`src/rtl/alu_pkg.sv`:
```
// Shared opcode constants, ALU latency and in-flight tracking types for the
// ALU issue controller.
package alu_pkg;

    localparam logic [3:0] OP_ADD  = 4'd0;
    localparam logic [3:0] OP_SUB  = 4'd1;
    localparam logic [3:0] OP_MUL  = 4'd2;
    localparam logic [3:0] OP_OR   = 4'd3;
    localparam logic [3:0] OP_AND  = 4'd4;
    localparam logic [3:0] OP_XOR  = 4'd5;
    localparam logic [3:0] OP_NAND = 4'd6;
    localparam logic [3:0] OP_SGT  = 4'd7;
    localparam logic [3:0] OP_IDLE = 4'd15;

    // Fixed number of cycles between driving the ALU and sampling its result.
    localparam int ALU_LAT = 2;

    // One slot of the in-flight shift register.
    typedef struct packed {
        logic       valid;
        logic [3:0] opcode;
        logic [3:0] tag;
    } flight_t;

    // The ALU only produces a meaningful carry for add and subtract.
    function automatic logic carry_meaningful(input logic [3:0] op);
        return (op == OP_ADD) || (op == OP_SUB);
    endfunction

endpackage

```
`src/rtl/alu_sync_fifo.sv`:
```
// Synchronous FIFO with occupancy count. Push while full is honoured only if
// a pop happens in the same cycle; pop while empty is ignored.
module alu_sync_fifo #(
    parameter  int WIDTH = 8,
    parameter  int DEPTH = 4,
    localparam int AW    = $clog2(DEPTH),
    localparam int CW    = AW + 1
) (
    input  logic             clk,
    input  logic             rst_n,
    input  logic             push,
    input  logic [WIDTH-1:0] push_data,
    input  logic             pop,
    output logic [WIDTH-1:0] pop_data,
    output logic [CW-1:0]    count
);

    logic [WIDTH-1:0] mem_q [DEPTH];
    logic [AW-1:0]    wr_ptr_q, wr_ptr_d;
    logic [AW-1:0]    rd_ptr_q, rd_ptr_d;
    logic [CW-1:0]    count_q, count_d;
    logic             do_push, do_pop;

    // Qualify push/pop against occupancy and advance pointers and count.
    always_comb begin
        // NOTE: every signal written here is assigned on every path, so no latch is inferred.
        do_pop   = pop && (count_q != '0);
        do_push  = push && ((count_q != CW'(DEPTH)) || do_pop);
        wr_ptr_d = wr_ptr_q + AW'(do_push);
        rd_ptr_d = rd_ptr_q + AW'(do_pop);
        count_d  = count_q + CW'(do_push) - CW'(do_pop);
        pop_data = mem_q[rd_ptr_q];
        count    = count_q;
    end

    // Pointer and occupancy registers.
    always_ff @(posedge clk or negedge rst_n) begin
        // NOTE: sequential state uses non-blocking assignments so every flop samples pre-edge values.
        if (!rst_n) begin
            wr_ptr_q <= '0;
            rd_ptr_q <= '0;
            count_q  <= '0;
        end else begin
            wr_ptr_q <= wr_ptr_d;
            rd_ptr_q <= rd_ptr_d;
            count_q  <= count_d;
        end
    end

    // Storage write.
    always_ff @(posedge clk) begin
        // NOTE: storage is not reset; the count guarantees stale entries are never observed.
        if (do_push) begin
            mem_q[wr_ptr_q] <= push_data;
        end
    end

endmodule

```
`src/rtl/alu_issue_ctrl.sv`:
```
// Issue controller for an external fixed-latency pipelined ALU: queues
// commands, issues them under response-FIFO credit, tracks them in flight
// and queues the results for the downstream consumer in acceptance order.
module alu_issue_ctrl #(
    parameter int WIDTH = 8,
    parameter int DEPTH = 4
) (
    input  logic             clk,
    input  logic             rst_n,
    input  logic             cmd_valid,
    output logic             cmd_ready,
    input  logic [3:0]       cmd_opcode,
    input  logic [WIDTH-1:0] cmd_a,
    input  logic [WIDTH-1:0] cmd_b,
    input  logic [4:0]       cmd_shift,
    input  logic [3:0]       cmd_tag,
    output logic [3:0]       alu_opcode,
    output logic [WIDTH-1:0] alu_input1,
    output logic [WIDTH-1:0] alu_input2,
    output logic [4:0]       alu_shiftValue,
    input  logic [WIDTH-1:0] alu_result,
    input  logic             alu_carry,
    output logic             rsp_valid,
    input  logic             rsp_ready,
    output logic [WIDTH-1:0] rsp_result,
    output logic             rsp_carry,
    output logic [3:0]       rsp_tag
);
    import alu_pkg::*;

    localparam int CMD_W = 4 + 2 * WIDTH + 5 + 4;
    localparam int RSP_W = WIDTH + 1 + 4;
    localparam int CW    = $clog2(DEPTH) + 1;

    logic             ready_en_q, ready_en_d;
    logic             cmd_push, issue;
    logic [CMD_W-1:0] cmd_push_data, cmd_head;
    logic [CW-1:0]    cmd_count;
    logic [3:0]       head_opcode, head_tag;
    logic [WIDTH-1:0] head_a, head_b;
    logic [4:0]       head_shift;
    logic [CW-1:0]    inflight;
    logic             credit_ok;
    flight_t          flight_q [ALU_LAT];
    flight_t          flight_d [ALU_LAT];
    logic             rsp_push, rsp_pop;
    logic [RSP_W-1:0] rsp_push_data, rsp_head;
    logic [CW-1:0]    rsp_count;

    alu_sync_fifo #(.WIDTH(CMD_W), .DEPTH(DEPTH)) u_cmd_fifo (
        .clk       (clk),
        .rst_n     (rst_n),
        .push      (cmd_push),
        .push_data (cmd_push_data),
        .pop       (issue),
        .pop_data  (cmd_head),
        .count     (cmd_count)
    );

    alu_sync_fifo #(.WIDTH(RSP_W), .DEPTH(DEPTH)) u_rsp_fifo (
        .clk       (clk),
        .rst_n     (rst_n),
        .push      (rsp_push),
        .push_data (rsp_push_data),
        .pop       (rsp_pop),
        .pop_data  (rsp_head),
        .count     (rsp_count)
    );

    // Command acceptance: ready only once out of reset and while the queue has room.
    always_comb begin
        ready_en_d    = 1'b1;
        cmd_ready     = ready_en_q && (cmd_count != CW'(DEPTH));
        cmd_push      = cmd_valid && cmd_ready;
        cmd_push_data = {cmd_opcode, cmd_a, cmd_b, cmd_shift, cmd_tag};
    end

    // Issue the queue head when every outstanding result has a reserved response slot.
    always_comb begin
        inflight = '0;
        for (int i = 0; i < ALU_LAT; i++) begin
            inflight = inflight + CW'(flight_q[i].valid);
        end
        credit_ok = ({1'b0, rsp_count} + {1'b0, inflight}) < (CW + 1)'(DEPTH);
        {head_opcode, head_a, head_b, head_shift, head_tag} = cmd_head;
        issue          = (cmd_count != '0) && credit_ok;
        alu_opcode     = OP_IDLE;
        alu_input1     = '0;
        alu_input2     = '0;
        alu_shiftValue = '0;
        if (issue) begin
            alu_opcode     = head_opcode;
            alu_input1     = head_a;
            alu_input2     = head_b;
            alu_shiftValue = head_shift;
        end
    end

    // Advance the in-flight tracker; the last stage captures the ALU output.
    always_comb begin
        flight_d[0] = '{valid: issue, opcode: head_opcode, tag: head_tag};
        for (int i = 1; i < ALU_LAT; i++) begin
            flight_d[i] = flight_q[i-1];
        end
        rsp_push      = flight_q[ALU_LAT-1].valid;
        rsp_push_data = {alu_result,
                         carry_meaningful(flight_q[ALU_LAT-1].opcode) && alu_carry,
                         flight_q[ALU_LAT-1].tag};
    end

    // Response presentation; payload held at zero while nothing is queued.
    always_comb begin
        rsp_valid = (rsp_count != '0);
        rsp_pop   = rsp_valid && rsp_ready;
        {rsp_result, rsp_carry, rsp_tag} = rsp_valid ? rsp_head : '0;
    end

    // Ready-enable and in-flight tracker registers.
    always_ff @(posedge clk or negedge rst_n) begin
        if (!rst_n) begin
            ready_en_q <= 1'b0;
            for (int i = 0; i < ALU_LAT; i++) begin
                flight_q[i] <= '0;
            end
        end else begin
            ready_en_q <= ready_en_d;
            for (int i = 0; i < ALU_LAT; i++) begin
                flight_q[i] <= flight_d[i];
            end
        end
    end

endmodule

```
`config.mk`:
```
export PLATFORM = sky130hd
export DESIGN_NAME = alu_issue_ctrl
export DESIGN_NICKNAME = d
export VERILOG_FILES = /design/src/rtl/alu_pkg.sv /design/src/rtl/alu_sync_fifo.sv /design/src/rtl/alu_issue_ctrl.sv
export SDC_FILE = /design/constraint.sdc
export NUM_CORES = 1
export LEC_CHECK = 0
export BUFFER_PORTS_ARGS = -buffer_cell sky130_fd_sc_hd__buf_2
export CAP_MARGIN = 15
export CORE_MARGIN = 2
export CORE_UTILIZATION = 45
export DETAILED_ROUTE_END_ITERATION = 12
export PLACE_DENSITY_LB_ADDON = 0.15
export SETUP_SLACK_MARGIN = 0.15
export SYNTH_ARGS = -nofsm -noshare
export SYNTH_HDL_FRONTEND = slang
export SYNTH_SLANG_ARGS = --single-unit
```
`constraint.sdc`:
```
create_clock -name clk -period 5 [get_ports clk]
set_input_delay 0.25 -clock clk [delete_from_list [all_inputs] [get_ports clk]]
set_output_delay 0.25 -clock clk [all_outputs]
set_load 0.02 [all_outputs]
```
==> results.cfg, run 1 <==
[run_status]
status = finished, final reports clean

[synth]
synth_top_area_share_pct = 66.9
synth_nets = 399
yosys.area.top_type = edfxtp_1
synth_compound_area_share_pct = 0.730
yosys.area_share.simple_pct = 4.93
syn_inst = 345
ys_warn_count = 0
muxShareOfSynthArea_pct = 12.5
synth_area_um2 = 7540
ys_seq_area_share_pct = 77.2
synth_top_family_by_area = multiplexers
synth-xor-area-share_pct = 0.813
ys_types = 30
syn_area_per_cell_um2 = 21.9
synth_edf_count = 168
ys.flop_type = edfxtp_1
ys_seq_elements = 199
synth_fa_ha_area_share_pct = 2.19
synth_area_leaders = edfxtp_1, mux4_2, dfrtp_1
ys_async_sr_fraction_pct = 15.6

[sta]
worst_slack_ps = 2170
relSlewSlack_pct = 41.1
finalClockSkew_ps = 5.22
period_minus_slack_ps = 2830
hold_viol_final = 0
hold_ws_ps = 29.7
tns_ps = 0
max_freq_mhz = 354
tightest_slew_ps = 884
setup_viol = 0
finalCritPeriodShare_pct = 56.5
rsz0062_at_grt = no
final_max_slew_viol_count = 0

[grt]
grt_max_degree = 32
grt_pass1_wl_um = 21000
grt_antenna_before_repair = 2
grt_pass1_vias = 3854
grt_overflow = 0
track_usage_pct = 16.1

[clock_network]
post_cts_resized = 0
h-tree-depth = 4
tritoncts = done
cts-buffers-inserted = 17
worstSkewPairLatency_ps = 430
cts-hold-fix-buffers = 1
path_clk_slew_ps = 70
root_buffer = clkbuf_16
cts_sinks = 199
cts_buffer_depth = 2
post_cts_buffers = 0

[cells_and_area]
final_util_pct = 53.9
syn_to_final_growth_pct = 17.7
nNetsFinal = 498
final_common_cell = edfxtp_1
final_cell_mix = edfxtp_1, buf_2, mux4_2
drive_above_1_share_pct = 38.1

[worst_hold_path]
min_to = u_cmd_fifo.mem_q[1][22]$_DFFE_PP_
min_from = cmd_a[5]
holdPathStages = 1
hold_class = primary input to register

[drt]
drc = 0
final_antenna_net_count = 0
postRouteWirelength_um = 13100
via_per_inst = 5.21
firstDrtPassIters = 4
vias = 3531
detail_route.wl_per_cell_um = 19.4
drt_iter0_drc = 217

[floorplan]
die_h_um = 133
die_w_um = 133
std_cell_rows = 47
dieArea_um2 = 17800
io_pins = 82
core_um2 = 16500
start_util_pct = 45.8

[pwr]
vdd_ir_drop_max_mv = 0.318
cellPowerDensity_nw_per_um2 = 621
p_leak_uw = 0.00315

[setup_path]
r2r_end = u_cmd_fifo.count[2]$_DFF_PN0_
r2r-start = u_rsp_fifo.count[0]$_DFF_PN0_
cp.required_ps = 5320
reg2reg_slack_ps = 2170
path_class = register to register
reg2regPathDepth = 11
end_kind = register
path_max_fanout = 26
worstSetupStartpointType = register
arrival_ps = 3140

[placed_design]
hpwl_um = 7840
place.gp.congestion = 0.692
io_buffers = 81
pre_cts_slack_ps = 2180

[job]
maxCapViolations = 0
[cell usage after synthesis (3+ instances only)]
| library cell | number |
|---|---|
| edfxtp_1 | 168 |
| mux4_2 | 42 |
| dfrtp_1 | 31 |
| nor3b_1 | 25 |
| inv_1 | 12 |
| nor2b_1 | 11 |
| ha_1 | 10 |
| clkbuf_1 | 6 |
| and2b_1 | 4 |
| or3_1 | 4 |
| xor2_1 | 4 |
| nor3_1 | 3 |
| xnor2_1 | 3 |
[critical path: stages, from the launching register on]
cell and delay (ps):
dfrtp_1 420, ha_1 310, a21oi_1 170, o31a_1 150, buf_4 320, nor2_1 150
ha_1 310, inv_1 40, ha_1 200, fa_1 370, xnor2_1 140, xnor2_1 120
[per-layer routing]
metal,up-vias,share of wire (%),track usage (%)
met4,0,1.7,6.15
met2,82,52,27.3
met3,16,4.8,4.68
met5,-,0,0
met1,1848,42,19.6
li1,1585,-,-
[area by class of cell]
class,instances,area [um2]
inverter,12,45.0
tap,220,275
fill,1312,7590
antenna,1,2.50
sequential,199,5820
timing repair buffer,93,498
multi-input combinational,121,1650
clock inverter,13,156
clock buffer,19,433
[power by group]
group,internal [uW],switching (uW),leakage [uW],total (uW)
combinational,786,1010,0.000988,1800
clock,783,567,0.000276,1350
sequential,2150,207,0.00189,2360
total,3720,1790,0.00315,5510
[how the worst max path moves through the flow]
| stage | start | endpoint | cells past startpoint |
|---|---|---|---|
| final | u_rsp_fifo.count[0]$_DFF_PN0_ | u_cmd_fifo.count[2]$_DFF_PN0_ | 11 |
| after global routing | u_rsp_fifo.count[0]$_DFF_PN0_ | u_cmd_fifo.count[2]$_DFF_PN0_ | 11 |
| after CTS | u_rsp_fifo.count[0]$_DFF_PN0_ | u_cmd_fifo.count[2]$_DFF_PN0_ | 11 |
| after detailed placement | u_rsp_fifo.count[0]$_DFF_PN0_ | u_cmd_fifo.count[2]$_DFF_PN0_ | 11 |
| after global placement | u_rsp_fifo.count[0]$_DFF_PN0_ | u_cmd_fifo.count[2]$_DFF_PN0_ | 11 |
| after floorplan | u_cmd_fifo.count[2]$_DFF_PN0_ | u_cmd_fifo.mem_q[1][0]$_DFFE_PP_ | 3 |
[logic make-up (layout without fill, tap and decap cells)]
| family | Yosys count | count (layout) |
|---|---|---|
| AOI/OAI and AO/OA | 5 | 5 |
| xor gates and xnor gates | 7 | 7 |
| DFF | 199 | 199 |
| adders and majority gates | 12 | 12 |
| muxes | 42 | 42 |
| buffers and inverters | 25 | 137 |
| other | 1 | 2 |
| and+or+nand+nor | 54 | 54 |
[registers in the layout, indices dropped and copies added (netlist names)]
name                 cells
u_cmd_fifo.mem_q       116
u_rsp_fifo.mem_q        52
flight_d                 8
flight_q                 7
u_cmd_fifo.count         3
u_rsp_fifo.count         3
u_cmd_fifo.rd_ptr_q      2
u_cmd_fifo.wr_ptr_q      2
u_rsp_fifo.rd_ptr_q      2
u_rsp_fifo.wr_ptr_q      2
ready_en_q               1
rsp_push                 1
[through the flow]
stage          instance area [um2]  power (uW)  instances
3_3_place_gp                  8280        4190        644
2_1_floorplan                 7540        3630        345
3_5_place_dp                  8280        4240        644
6_report                      8880        5510        678
4_1_cts                       8870        5600        677
5_1_grt                       8870        5810        677
No activity file was read; power rests on OpenSTA's default activity.
==> run 2, diff against run 1 <==
--- a/config.mk
+++ b/config.mk
@@ -5,6 +5,7 @@
 export SDC_FILE = /design/constraint.sdc
 export NUM_CORES = 1
 export LEC_CHECK = 0
+export ABC_AREA = 1
 export BUFFER_PORTS_ARGS = -buffer_cell sky130_fd_sc_hd__buf_2
 export CAP_MARGIN = 15
 export CORE_MARGIN = 2
==> constraint.sdc (replaced) <==
create_clock -name clk -period 2.51 [get_ports clk]
set_input_delay 0.1255 -clock clk [delete_from_list [all_inputs] [get_ports clk]]
set_output_delay 0.1255 -clock clk [all_outputs]
set_load 0.02 [all_outputs]
==> results.cfg, run 2 <==
[run_status]
status = finished, final reports clean

[synth]
ys_types = 24
syn_area_per_cell_um2 = 12.3
syn_inst = 635
synth_area_leaders = edfxtp_1, dfrtp_1, nor2_1
ys.flop_type = edfxtp_1
synth-xor-area-share_pct = 0.784
muxShareOfSynthArea_pct = 0
yosys.area_share.simple_pct = 12.1
ys_seq_area_share_pct = 74.4
ys_seq_elements = 199
synth_compound_area_share_pct = 6.11
synth_nets = 689
synth_fa_ha_area_share_pct = 2.11
ys_async_sr_fraction_pct = 15.6
synth_edf_count = 168
synth_top_area_share_pct = 64.5
synth_top_family_by_area = simple AND/OR/NAND/NOR gates
yosys.area.top_type = edfxtp_1
yosys-top-cells-count = edfxtp_1, nor2_1, o21ai_0
synth_area_um2 = 7820
ys_warn_count = 0

[drt]
via_per_inst = 4.84
vias = 4853
detail_route.wl_per_cell_um = 15.5
drt_iter0_drc = 268
postRouteWirelength_um = 15500
final_antenna_net_count = 0
drc = 0
firstDrtPassIters = 6

[cells_and_area]
final_cell_mix = nor2_1, edfxtp_1, buf_2
nNetsFinal = 819
largest_register_ffs = 116
fin_area_um2 = 9690
multiInputGateArea_um2 = 1770
num_antenna_cells = 0
drive_above_1_share_pct = 19.4
finalNonFillerCells = 1003
fillCellCount = 1414
register_area_um2 = 5820
syn_to_final_growth_pct = 23.8
largest-register = u_cmd_fifo.mem_q

[setup_path]
path_buf_inv = 3
critPathMaxStageDelay_ps = 390
end_kind = register
worstSetupStartpointType = register
arrival_ps = 2640
cp.required_ps = 2820
path_cells = ha_1, nand2_1, nand2_2, nand2_2, nand2_1, inv_2, nand3_4, inv_4, ha_4, inv_2, ha_4, fa_2, xnor2_2, xor2_1
cp_slowest_cell = dfrtp_1
cp_top_family = adder cells
path_class = register to register
path_max_fanout = 3

[worst_hold_path]
hold_class = primary input to register

[sta]
period_minus_slack_ps = 2340
finalCritPeriodShare_pct = 93.1
hold_ws_ps = 92.6
rsz0062_at_grt = yes
final_max_slew_viol_count = 0
relSlewSlack_pct = 53.2
setup_viol = 0
finalClockSkew_ps = 7.83
tns_ps = 0
hold_viol_final = 0
tightest_slew_ps = 701
max_freq_mhz = 428

[clock_network]
root_buffer = clkbuf_16
cts_buffer_depth = 2
h-tree-depth = 4
tritoncts = done
path_clk_slew_ps = 70
cts-buffers-inserted = 17
worstSkewPairLatency_ps = 420
cts_sinks = 199

[floorplan]
start_util_pct = 45.7
io_pins = 82
die_w_um = 136
core_um2 = 17100
die_h_um = 136
dieArea_um2 = 18500
std_cell_rows = 48

[grt]
grt_max_degree = 60
grt_antenna_before_repair = 0
grt_pass1_vias = 4728
track_usage_pct = 17.5
grt_pass1_wl_um = 24000
grt_overflow = 0

[placed_design]
place.gp.congestion = 0.746
io_buffers = 81
placed_area_um2 = 8640
placed_cells = 929
hpwl_um = 8810

[pwr]
p_leak_uw = 0.00384
cellPowerDensity_nw_per_um2 = 1270
vdd_ir_drop_max_mv = 0.784

[job]
maxCapViolations = 0
[run 2: changes by cell type in the layout (fill, tap and decap cells not counted), sizes merged, moves of 12 or more]
cell,before,now
mux4,42,0
dlygate4sd3,1,38
nor2,1,168
a21oi,1,13
nor3b,25,0
nand2,0,51
o21ai,0,76
inv,12,55
[run 2: kinds of logic (layout without fill, tap and decap cells)]
family / count (synthesis) / count (layout)
buffers and inverters: 79 / 222
other: 1 / 1
adders and majority gates: 12 / 12
xor gates and xnor gates: 7 / 7
and+or+nand+nor: 243 / 243
AOI/OAI and AO/OA: 94 / 94
DFF: 199 / 199
[run 2: metal layers]
metal	track usage (%)	wire, um
met2	31.1	7920
met4	6.89	144
met1	20.5	6710
met5	0	0
met3	4.25	765
[run 2: cell type report]
cell class              instances  share of cell area (%)
clock buffers                  20                    4.71
clock inverters                12                    1.69
inverters                      50                    1.96
multi-input cells             357                    18.3
flip-flops and latches        199                    60.1
well taps                     225                    2.91
repair buffers                140                    10.4
[run 2: path summary, 6_finish.rpt]
kind	start	endpoint	slack [ps]	cells after the start
max	u_rsp_fifo.count[0]$_DFF_PN0_	u_cmd_fifo.count[2]$_DFF_PN0_	170	14
min	alu_carry	u_rsp_fifo.mem_q[2][4]$_DFFE_PP_	90	3
max reg2reg	u_rsp_fifo.count[0]$_DFF_PN0_	u_cmd_fifo.count[2]$_DFF_PN0_	170	14
min reg2reg	flight_d[1]$_DFF_PN0_	flight_q[1]$_DFF_PN0_	350	0
max in group asynchronous	rst_n	u_cmd_fifo.rd_ptr_q[0]$_DFF_PN0_	1720	2
min in group asynchronous	rst_n	u_rsp_fifo.wr_ptr_q[1]$_DFF_PN0_	300	2
[run 2: report_power, final]
group	total [uW]	internal, uW	switching [uW]	leakage (uW)
clock network	2800	1640	1160	0.000305
registers	4640	4350	289	0.00189
logic	4880	1620	3260	0.00164
total	12300	7610	4710	0.00384
[run 2: stage by stage]
step	utilization (%)	power (uW)	worst slack (ps)
after CTS	56.4	12400	156
after floorplan	-	8020	102
after global placement	50.5	9340	158
final	56.6	12300	174
after global routing	56.6	13100	64.7
after detailed placement	50.5	9490	112
[run 2: what timing repair did]
| item | in CTS | in global routing |
|---|---|---|
| setup endpoints to repair | 1 | 9 |
| setup buffers | 1 | 3 |
| hold endpoints to repair | 179 | 0 |
| hold buffers | 38 | 0 |
| pin swaps | 1 | 5 |
| gates resized for setup | 0 | 3 |
[run 2: worst register-to-register path: cells and delay by family, from the launching register on]
family	cells	cell delay, ps
adder cells (fa/ha/maj)	4	1050
flip-flops	1	390
AND/OR/NAND/NOR	5	350
XOR/XNOR	2	300
buffers and inverters	3	140
